## config.mk

```make
export PLATFORM = sky130hd
export DESIGN_NAME = tc_serial_to_signmag
export DESIGN_NICKNAME = d
export VERILOG_FILES = /design/src/rtl/tc_pkg.sv /design/src/rtl/tc_serial_cell.sv /design/src/rtl/tc_serial_to_signmag.sv
export SDC_FILE = /design/constraint.sdc
export NUM_CORES = 1
export LEC_CHECK = 0
export BUFFER_PORTS_ARGS = -buffer_cell sky130_fd_sc_hd__buf_2
export CELL_PAD_IN_SITES_DETAIL_PLACEMENT = 1
export CELL_PAD_IN_SITES_GLOBAL_PLACEMENT = 2
export CORE_ASPECT_RATIO = 1.5
export CORE_MARGIN = 2
export CORE_UTILIZATION = 32
export DETAILED_ROUTE_END_ITERATION = 12
export PLACE_DENSITY_LB_ADDON = 0.1
export SLEW_MARGIN = 0
export SYNTH_ARGS = -nofsm -noshare
export SYNTH_HDL_FRONTEND = slang
export SYNTH_SLANG_ARGS = --single-unit
```

## constraint.sdc

```tcl
create_clock -name clk -period 1.4 [get_ports clk]
set_input_delay 0.14 -clock clk [delete_from_list [all_inputs] [get_ports clk]]
set_output_delay 0.14 -clock clk [all_outputs]
set_load 0.05 [all_outputs]
```

## src/rtl/tc_pkg.sv

```systemverilog
// Shared definitions for the two's-complement serial converters.
// Provides the FSM state encoding and the default word width.
package tc_pkg;

    localparam int unsigned TC_WIDTH = 8;

    localparam logic [1:0] ST_IDLE  = 2'd0;
    localparam logic [1:0] ST_SHIFT = 2'd1;
    localparam logic [1:0] ST_DONE  = 2'd2;

    typedef enum logic [1:0] {
        IDLE  = ST_IDLE,
        SHIFT = ST_SHIFT,
        DONE  = ST_DONE
    } state_t;

endpackage

```

## src/rtl/tc_serial_cell.sv

```systemverilog
// One-bit LSB-first negation cell: passes bits through until the first 1 has
// been seen, then inverts every following bit when neg is set.
// Ports:
//   clk, rst_n : clock, asynchronous active-low reset
//   b          : current serial input bit
//   neg        : invert-after-first-one enable for this word
//   start      : clears the seen-one history at the start of a word
//   en         : advances the history by one bit
//   r          : converted output bit (combinational from b and history)
module tc_serial_cell (
    input  logic clk,
    input  logic rst_n,
    input  logic b,
    input  logic neg,
    input  logic start,
    input  logic en,
    output logic r
);

    logic seen_one;

    // History of whether a 1 has already passed through this word.
    always_ff @(posedge clk or negedge rst_n) begin
        if (!rst_n) begin
            seen_one <= 1'b0;
        end else if (start) begin
            seen_one <= 1'b0;
        end else if (en) begin
            seen_one <= seen_one | b;
        end
    end

    // The first 1 itself is copied; only bits after it are inverted.
    assign r = (neg & seen_one) ? ~b : b;

endmodule

```

## src/rtl/tc_serial_to_signmag.sv

```systemverilog
// Bit-serial two's-complement to sign-magnitude converter.
// A word is accepted in IDLE, processed LSB-first over WIDTH cycles in SHIFT,
// and presented in DONE until the consumer takes it.
// Ports:
//   clk, rst_n          : clock, asynchronous active-low reset
//   in_valid/in_ready   : input handshake, in_data is the signed operand
//   out_valid/out_ready : output handshake
//   out_sign            : 1 for negative input
//   out_mag             : unsigned magnitude, exact for the most negative value
//   out_ovf             : magnitude needs all WIDTH bits
module tc_serial_to_signmag
    import tc_pkg::*;
#(
    parameter int unsigned WIDTH = TC_WIDTH
) (
    input  logic             clk,
    input  logic             rst_n,
    input  logic             in_valid,
    output logic             in_ready,
    input  logic [WIDTH-1:0] in_data,
    output logic             out_valid,
    input  logic             out_ready,
    output logic             out_sign,
    output logic [WIDTH-1:0] out_mag,
    output logic             out_ovf
);

    localparam int unsigned      CW       = $clog2(WIDTH);
    localparam logic [CW-1:0]    LAST     = CW'(WIDTH - 1);
    localparam logic [WIDTH-1:0] MSB_ONLY = {1'b1, {(WIDTH - 1){1'b0}}};

    state_t            state, state_d;
    logic [WIDTH-1:0]  sr, sr_d;
    logic [WIDTH-1:0]  res, res_d;
    logic [CW-1:0]     cnt, cnt_d;
    logic              neg, neg_d;
    logic              in_ready_d;
    logic              out_valid_d;
    logic              out_sign_d;
    logic [WIDTH-1:0]  out_mag_d;
    logic              out_ovf_d;
    logic              start_c;
    logic              en_c;
    logic              r_c;

    tc_serial_cell u_cell (
        .clk   (clk),
        .rst_n (rst_n),
        .b     (sr[0]),
        .neg   (neg),
        .start (start_c),
        .en    (en_c),
        .r     (r_c)
    );

    // State register.
    always_ff @(posedge clk or negedge rst_n) begin
        if (!rst_n) begin
            state <= IDLE;
        end else begin
            state <= state_d;
        end
    end

    // Next-state, datapath and registered-output next values.
    always_comb begin
        state_d     = state;
        sr_d        = sr;
        res_d       = res;
        cnt_d       = cnt;
        neg_d       = neg;
        out_valid_d = out_valid;
        out_sign_d  = out_sign;
        out_mag_d   = out_mag;
        out_ovf_d   = out_ovf;
        start_c     = 1'b0;
        en_c        = 1'b0;

        case (state)
            IDLE: begin
                if (in_valid) begin
                    sr_d    = in_data;
                    neg_d   = in_data[WIDTH-1];
                    cnt_d   = '0;
                    start_c = 1'b1;
                    state_d = SHIFT;
                end
            end
            SHIFT: begin
                en_c  = 1'b1;
                // Result fills from the MSB end so the first bit lands in bit 0.
                res_d = {r_c, res[WIDTH-1:1]};
                sr_d  = {1'b0, sr[WIDTH-1:1]};
                cnt_d = cnt + CW'(1);
                if (cnt == LAST) begin
                    state_d     = DONE;
                    out_valid_d = 1'b1;
                    out_sign_d  = neg;
                    out_mag_d   = res_d;
                    out_ovf_d   = neg & (res_d == MSB_ONLY);
                end
            end
            DONE: begin
                if (out_ready) begin
                    state_d     = IDLE;
                    out_valid_d = 1'b0;
                end
            end
            default: begin
                state_d     = IDLE;
                out_valid_d = 1'b0;
            end
        endcase

        in_ready_d = (state_d == IDLE);
    end

    // Datapath and output registers; in_ready comes out of reset high.
    always_ff @(posedge clk or negedge rst_n) begin
        if (!rst_n) begin
            sr        <= '0;
            res       <= '0;
            cnt       <= '0;
            neg       <= 1'b0;
            in_ready  <= 1'b1;
            out_valid <= 1'b0;
            out_sign  <= 1'b0;
            out_mag   <= '0;
            out_ovf   <= 1'b0;
        end else begin
            sr        <= sr_d;
            res       <= res_d;
            cnt       <= cnt_d;
            neg       <= neg_d;
            in_ready  <= in_ready_d;
            out_valid <= out_valid_d;
            out_sign  <= out_sign_d;
            out_mag   <= out_mag_d;
            out_ovf   <= out_ovf_d;
        end
    end

endmodule

```

Word-level counts from Yosys, hierarchy flattened
Cells that the tools add are included.
W data, S select, Z words.
{ "word_totals": {"in_bits": 12, "out_inout_bits": 12, "wordCells": 49, "regBits": 35} }
{ "classes": {"n_eq_ne": 7, "n_mux": 17, "add_sub_neg": 1, "reduce_logical": 8, "n_bitwise": 5} }
{ "op_table": {"columns": ["cell", "n"], "rows": [
  ["$pmux W8 S2", 1],
  ["$eq A8 B8 Y1 const B", 1],
  ["$mux W1", 8],
  ["$mux W8", 1],
  ["$mux W2", 3],
  ["$ne A2 B2 Y1 const B", 3],
  ["$pmux W2 S3", 1],
  ["$pmux W3 S2", 1],
  ["$reduce_and A2 Y1", 3],
  ["$logic_not A2 Y1", 2],
  ["$reduce_bool A2 Y1", 2],
  ["$add A3 B1 Y3 const B", 1],
  ["$eq A3 B3 Y1 const B", 1],
  ["$mux W3", 1],
  ["$pmux W1 S3", 1],
  ["$reduce_and A3 Y1", 1],
  ["$and A1 B1 Y1", 2],
  ["$eq A2 B1 Y1 const B", 1],
  ["$eq A2 B2 Y1 const B", 1],
  ["$not A1 Y1", 2],
  ["$or A1 B1 Y1", 1]
]} }

Logic depth before layout (Yosys ltp)
Gate-level depths: netlist of the first run.
{ "logic_depth": {"ltp_word": 4, "ltp_mapped": 6, "depth_no_buf": 5} }

Cells and area by module
From an unflattened synthesis of the first run, not the netlist that was laid out.
{ "hier_totals": {"hier_cells": 119, "hier_area_um2": 1493.9} }
{ "by_module_without_submodules": {"columns": ["mod", "instances", "area_per_inst_um2", "cells_per_inst"], "rows": [
  ["tc_serial_to_signmag", 1, 1447.6, 114],
  ["tc_serial_cell", 1, 46.3, 5]
]} }

Worst setup path after synthesis of the first run
Ideal clock, no wire load.
{ "synth_timing": {"path_kind": "register to register", "start": "register cnt[0]", "end": "register out_mag[3]", "stages_incl_launch_ff": 6, "t_arrival_ps": 1332, "setup_ps": 125, "setup_slack_ps": -57, "cell_sequence": "dfrtp_1 > ha_1 > ha_1 > nand3b_2 > buf_6 > mux2_4"} }
{ "synth_between": {"elab_chain_cells": 2} }
{ "synth_lines": {"columns": ["item", "line_no", "source"], "rows": [
  ["start: declaration", "tc_serial_to_signmag.sv:35", "logic [CW-1:0] cnt, cnt_d;"],
  ["start signal: assignment", "tc_serial_to_signmag.sv:133", "cnt <= cnt_d;"],
  ["$eq A3 B3 Y1", "tc_serial_to_signmag.sv:95", "if (cnt == LAST) begin"],
  ["$reduce_and A2 Y1 (no line)", null, null],
  ["end signal: assignment", "tc_serial_to_signmag.sv:138", "out_mag <= out_mag_d;"],
  ["end: declaration", "tc_serial_to_signmag.sv:24", "output logic [WIDTH-1:0] out_mag,"]
]} }
No other way between the ends.
A chain may end at the register's enable or synchronous reset.

Final worst setup path of the first run
{ "layout_timing": {"start": "register cnt[0]", "end": "register out_mag[1]"} }
The elaborated chain is that of the path after synthesis.

==> results of run 1 <==
-- cell usage after synthesis --
library cell / number
a21oi_1: 5
a22o_1: 3
a22oi_1: 6
and2_1: 1
buf_2: 3
buf_6: 1
clkbuf_1: 2
dfrtp_1: 33
dfstp_2: 1
ha_1: 2
inv_1: 3
mux2_2: 10
mux2_4: 5
nand2_1: 15
nand2b_1: 2
nand3b_2: 1
nor2_1: 5
nor2b_1: 1
nor4_1: 1
nor4b_1: 1
o21ai_0: 10
o21bai_1: 1
o22ai_1: 2
o31ai_1: 1
xor2_1: 1
-- area by class of cell --
type                            count  area [um^2]
Fill cell                         468         2394
Clock inverter                      1        30.03
Inverter                            3        11.26
Multi-Input combinational cell     74        576.8
Tap cell                           46        57.56
Clock buffer                        7        86.33
Timing Repair Buffer               37        235.2
Sequential cell                    34        854.6
-- cell families (layout without fill, tap and decap cells) --
group           after synthesis  after routing  share of synthesized area
fa+ha+maj                     2              2                    0.01763
mux                          15             15                     0.1323
compound gates               28             28                     0.1226
flops                        34             34                     0.6005
simple gates                 27             28                    0.08907
buf+inv                       9             48                    0.03174
xor+xnor                      1              1                   0.006174
-- flip-flops by register name, indices dropped and copies added (netlist names) --
name             count
out_mag              8
in_ready             1
out_valid            1
neg                  1
state                2
u_cell.seen_one      1
out_ovf              1
res                  7
cnt                  3
sr                   8
out_sign             1
-- what timing repair did --
item                                   CTS  global route
pin swaps                                0             0
cloned                                   1             0
endpoints found under the hold margin   14             0
hold buffers                             1             0
gates resized for setup                  3             4
setup endpoints to repair               15            19
setup buffers                            1             1
-- routing by layer --
layer	GRT usage	vias up	share of wire
li1	-	486	-
met2	0.2482	25	0.52
met1	0.1835	510	0.42
met5	0	-	0
met4	0.08879	0	0.026
met3	0.04072	8	0.040
-- worst max-delay path by stage --
stage,startpoint,endpoint,slack (ns)
2_1_floorplan,cnt[0],out_mag[3],0.01
3_3_place_gp,cnt[0],out_mag[0],0.001
3_5_place_dp,state[0],sr[5],-0.06
4_1_cts,state[1],res[2],0.008
5_1_grt,cnt[0],out_mag[7],-0.04
6_report,cnt[0],out_mag[1],0.01
-- per-stage QoR --
stage	setup TNS, ns	util	hold slack [ns]	area [um^2]
4_1_cts	0	0.4318	0.09011	1833
3_5_place_dp	-0.5612	0.3926	0.09251	1667
5_1_grt	-0.2765	0.4362	0.08653	1852
6_report	0	0.4362	0.08880	1852
3_3_place_gp	0	0.3926	0.08129	1667
2_1_floorplan	0	-	-0.1556	1433
-- critical path, stage by stage, from the launching register on --
cell	delay, ns
dfrtp_1	0.41
ha_2	0.21
ha_4	0.19
nand3b_4	0.12
mux2_2	0.34
-- power groups by stage --
stage | Sequential (W) | Clock (W) | Combinational, W
2_1_floorplan | 0.00219 | 0 | 0.000877
3_3_place_gp | 0.00176 | 0 | 0.00178
3_5_place_dp | 0.00179 | 0 | 0.00184
4_1_cts | 0.00179 | 0.000969 | 0.00189
5_1_grt | 0.00186 | 0.00105 | 0.00207
6_report | 0.00179 | 0.000947 | 0.00188
-- layout by cell type (no fill, tap or decap), types with 2 or more instances in the layout --
master	instances
dfrtp_1	31
buf_2	23
nand2_1	15
buf_4	12
o21ai_0	10
mux2_2	9
a22oi_1	6
mux2_4	6
clkbuf_8	6
a21oi_1	5
nor2_1	5
inv_1	3
a22o_1	3
nand3b_4	2
nand2b_1	2
o22ai_1	2
dfrtp_2	2
==> run summary, run 1 <==
Total Routing Usage GR -> 0.1548
Post-Place Cells -> 190
PortBufs -> 23
RSZ-0062 raised after global routing -> true
first-pass GRT wire length -> 5637 um
maxcap violations -> 0
worst-path fanout max -> 6
Switching Power -> 0.001806 W
Die Y-Extent -> 85.55 um
Mapped Nets -> 130
min-delay worst type -> in -> reg
Routed Antenna Nets -> 0
PwrDens -> 2492 nW/um^2
Setup crit start kind -> register
GPL Wtd Cong -> 0.6798
outcome -> finished clean
setup ws final -> 0.01465 ns
Worst R2R End -> out_mag[1]
vias in the first global route -> 1,155
Hold Violations, Final -> 0
hold worst-path end -> sr[7]
Worst Tran Pin Value -> 0.4079 ns
register clock-pin slew on the reported worst setup and hold paths -> 0.07 ns
number of H-tree levels -> 2
top cell type's share of synthesized area -> 0.5820
Sink Count -> 34
DRT Pass-1 Iters -> 4
Post-Synthesis Cells -> 116
Netlist cell types -> 25
Clock power frac -> 0.205
pre-CTS setup slack -> -0.06442 ns
Final #Nets -> 169
area leader, netlist -> dfrtp_1
area of the mapped netlist -> 1419 um^2
reg2reg path depth -> 4
Clock Skew -> 0.006577 ns
Logic pwr share -> 0.407
area delta synth->final -> 30.51%
root buf cell -> clkbuf_8
Tcrit/Tclk final -> 0.9895
mean post-synth cell area -> 12.23 um^2
clock buffer depth -> 2
die area -> 4994 um^2
maximum vdd ir drop -> 1362 uV
WS Path Type -> reg -> reg
Seq/Total Area, Yosys -> 0.6005
worst relative slew slack -> 0.7281
I/O Pins -> 24
Worst Path Required -> 1.59 ns
layout cell share with drive strength beyond 1 -> 0.4231
placed wire-length estimate -> 2240 um
# setup viols final -> 0
total number of vias -> 1,029
synthesized flop and latch total -> 34
Yosys Warn Count -> 0
r2r setup slk -> 0.01 ns
worst hold stages -> 2
Post-route DRC -> 0
TritonCTS Buffers -> 5
Synth area leaders -> dfrtp_1 58%, mux2_2 7.9%, mux2_4 5.3%, nand2_1 4.0%, o21ai_0 3.5%
min Tclk post-route -> 1.385 ns
sw frac -> 0.3913
Core Region -> 4245 um^2
worst skew pair latency -> 0.30 ns
sequential share of power -> 0.388
Tot Pwr -> 0.004616 W
Cell Rows -> 29
RR Startpoint -> cnt[0]
hold path startpoint -> in_data[7]
fmax -> 721.8 MHz
Worst EP arrival -> 1.57 ns
Power Internal -> 0.002809 W
leakage power -> 0.8961 nW
number of vias per cell -> 5.094
CTS tree -> yes
Post-Layout Cell Count -> 202
Starting Density -> 0.3342
gr ovfl total -> 0
final wirelength -> 3281 um
Iteration-0 DRC Markers -> 18
crit path capture type -> register
ANT cells -> 0
initial antenna violation count -> 0
Final Slew Violations -> 0
Die Span X -> 58.37 um
post-DR wirelength/cell -> 16.24 um
maximum number of pins on one net before global-route repair -> 20
No activity file was read; power rests on OpenSTA's default activity.
==> inputs of run 2 (changes only) <==
--- a/config.mk
+++ b/config.mk
@@ -10,9 +10,10 @@
 export CELL_PAD_IN_SITES_GLOBAL_PLACEMENT = 2
 export CORE_ASPECT_RATIO = 1.5
 export CORE_MARGIN = 2
-export CORE_UTILIZATION = 32
+export CORE_UTILIZATION = 36
 export DETAILED_ROUTE_END_ITERATION = 12
 export PLACE_DENSITY_LB_ADDON = 0.1
+export REMOVE_ABC_BUFFERS = 1
 export SLEW_MARGIN = 0
 export SYNTH_ARGS = -nofsm -noshare
 export SYNTH_HDL_FRONTEND = slang
==> constraint.sdc (replaced) <==
create_clock -name clk -period 1.5 [get_ports clk]
set_input_delay 0.15 -clock clk [delete_from_list [all_inputs] [get_ports clk]]
set_output_delay 0.15 -clock clk [all_outputs]
set_load 0.05 [all_outputs]
==> run summary, run 2 (synthesis results as in run 1) <==
maxcap violations -> 0
RR Startpoint -> cnt[0]
clock buffer depth -> 2
gr ovfl total -> 0
PortBufs -> 23
Clock Skew -> 0.006928 ns
Die Span X -> 55.26 um
Tcrit/Tclk final -> 0.9726
WS Path Type -> reg -> reg
r2r setup slk -> 0.04 ns
Die Y-Extent -> 80.89 um
GPL Wtd Cong -> 0.6660
area delta synth->final -> 22.49%
fmax -> 685.4 MHz
# setup viols final -> 0
CTS tree -> yes
die area -> 4470 um^2
placed cell area -> 1629 um^2
placed wire-length estimate -> 2213 um
worst skew pair latency -> 0.28 ns
pre-CTS setup slack -> -0.01188 ns
reg2reg path depth -> 5
vias in the first global route -> 1,115
Worst EP arrival -> 1.62 ns
PwrDens -> 2273 nW/um^2
highest metal layer with signal wires -> met4
most common cell after layout, fill and taps aside -> dfrtp_1
RSZ-0062 raised after global routing -> false
Iteration-0 DRC Markers -> 20
min Tclk post-route -> 1.459 ns
Worst Path Required -> 1.67 ns
Worst Tran Pin Value -> 0.4435 ns
metal3 WL -> 124 um
Post-route DRC -> 0
maximum number of pins on one net before global-route repair -> 35
Hold Violations, Final -> 0
leakage power -> 0.8402 nW
crit path to -> out_mag[2]
first-pass GRT wire length -> 5140 um
crit path capture type -> register
Setup crit start -> cnt[0]
Sink Count -> 34
Tot Pwr -> 0.003950 W
met2 wire len -> 1642 um
Reg area -> 852.1 um^2
min-delay worst type -> in -> reg
fillers -> 453
number of H-tree levels -> 2
Total Routing Usage GR -> 0.1506
total number of vias -> 989
fin area -> 1738 um^2
number of vias per cell -> 5.072
Post-Layout Cell Count -> 195
Core Region -> 3854 um^2
layout cell share with drive strength beyond 1 -> 0.3867
Cell Rows -> 28
outcome -> finished clean
area of the multi-input gates -> 538.0 um^2
TNS Setup -> 0 ns
root buf cell -> clkbuf_8
TritonCTS Buffers -> 5
I/O Pins -> 24
initial antenna violation count -> 0
Final Slew Violations -> 0
post-DR wirelength/cell -> 14.99 um
worst-path fanout max -> 8
ANT cells -> 0
register clock-pin slew on the reported worst setup and hold paths -> 0.07 ns
final wirelength -> 2924 um
largest registers -> out_mag (8), sr (8), res (7)
DRT Pass-1 Iters -> 3
Setup crit start kind -> register
setup ws final -> 0.04107 ns
maximum vdd ir drop -> 1073 uV
Post-Place Cells -> 186
Routed Antenna Nets -> 0
worst relative slew slack -> 0.7043
Starting Density -> 0.3682
Final #Nets -> 163
most frequent cells in the layout -> 33 x dfrtp_1, 23 x buf_2, 15 x nand2_1
postcts setup bufs -> 0
Worst R2R End -> out_mag[2]
metal1 wirelength -> 1114 um
## run 2: cell types whose count changed in the layout (fill, tap and decap cells not counted), moves of 2 or more
cell | before | now
buf_4 | 12 | 7
clkinv_2 | 0 | 2
dfrtp_1 | 31 | 33
dfrtp_2 | 2 | 0
## run 2: worst min path at each step
| stage | cells past startpoint | end | from |
|---|---|---|---|
| after floorplan | 0 | cnt[0] | rst_n |
| after global placement | 2 | res[1] | rst_n |
| after detailed placement | 2 | out_mag[0] | rst_n |
| after CTS | 2 | sr[7] | in_data[7] |
| after global routing | 2 | sr[7] | in_data[7] |
| final | 2 | sr[7] | in_data[7] |
## run 2: power breakdown
group          internal (W)  leakage, nW  switching (W)  total (W)
clock              0.000321       0.0450       0.000325   0.000647
combinational      0.000674        0.375        0.00101    0.00168
sequential          0.00133        0.421       0.000293    0.00162
total               0.00233        0.840        0.00162    0.00395
## run 2: cell type report
class                           instances  area share
Inverter                                3    0.006479
Timing Repair Buffer                   32      0.1138
Clock inverter                          2    0.005760
Sequential cell                        34      0.4903
Multi-Input combinational cell         73      0.3096
Tap cell                               45     0.03240
Clock buffer                            6     0.04176
## run 2: critical path, cell delays in order (launching register included)
cell	delay [ns]
dfrtp_1	0.39
ha_1	0.20
ha_2	0.19
nand3b_4	0.09
buf_12	0.13
mux2_2	0.34
## run 2: routing by layer
metal | vias to the layer above | track usage
li1 | 468 | -
met1 | 495 | 0.1469
met2 | 22 | 0.2976
met3 | 4 | 0.03981
met4 | 0 | 0.05854
met5 | - | 0
## run 2: per-stage QoR
stage,hold WS (ns),utilization
6_report,0.09860,0.4510
4_1_cts,0.09138,0.4503
5_1_grt,0.1089,0.4510
2_1_floorplan,-0.1456,-
3_3_place_gp,0.2003,0.4227
3_5_place_dp,0.2136,0.4227
## run 2: repair_timing
action,in CTS,in global routing
endpoints found under the setup margin,3,1
hold endpoints to repair,33,0
resized for setup,3,1
hold buffers,1,0
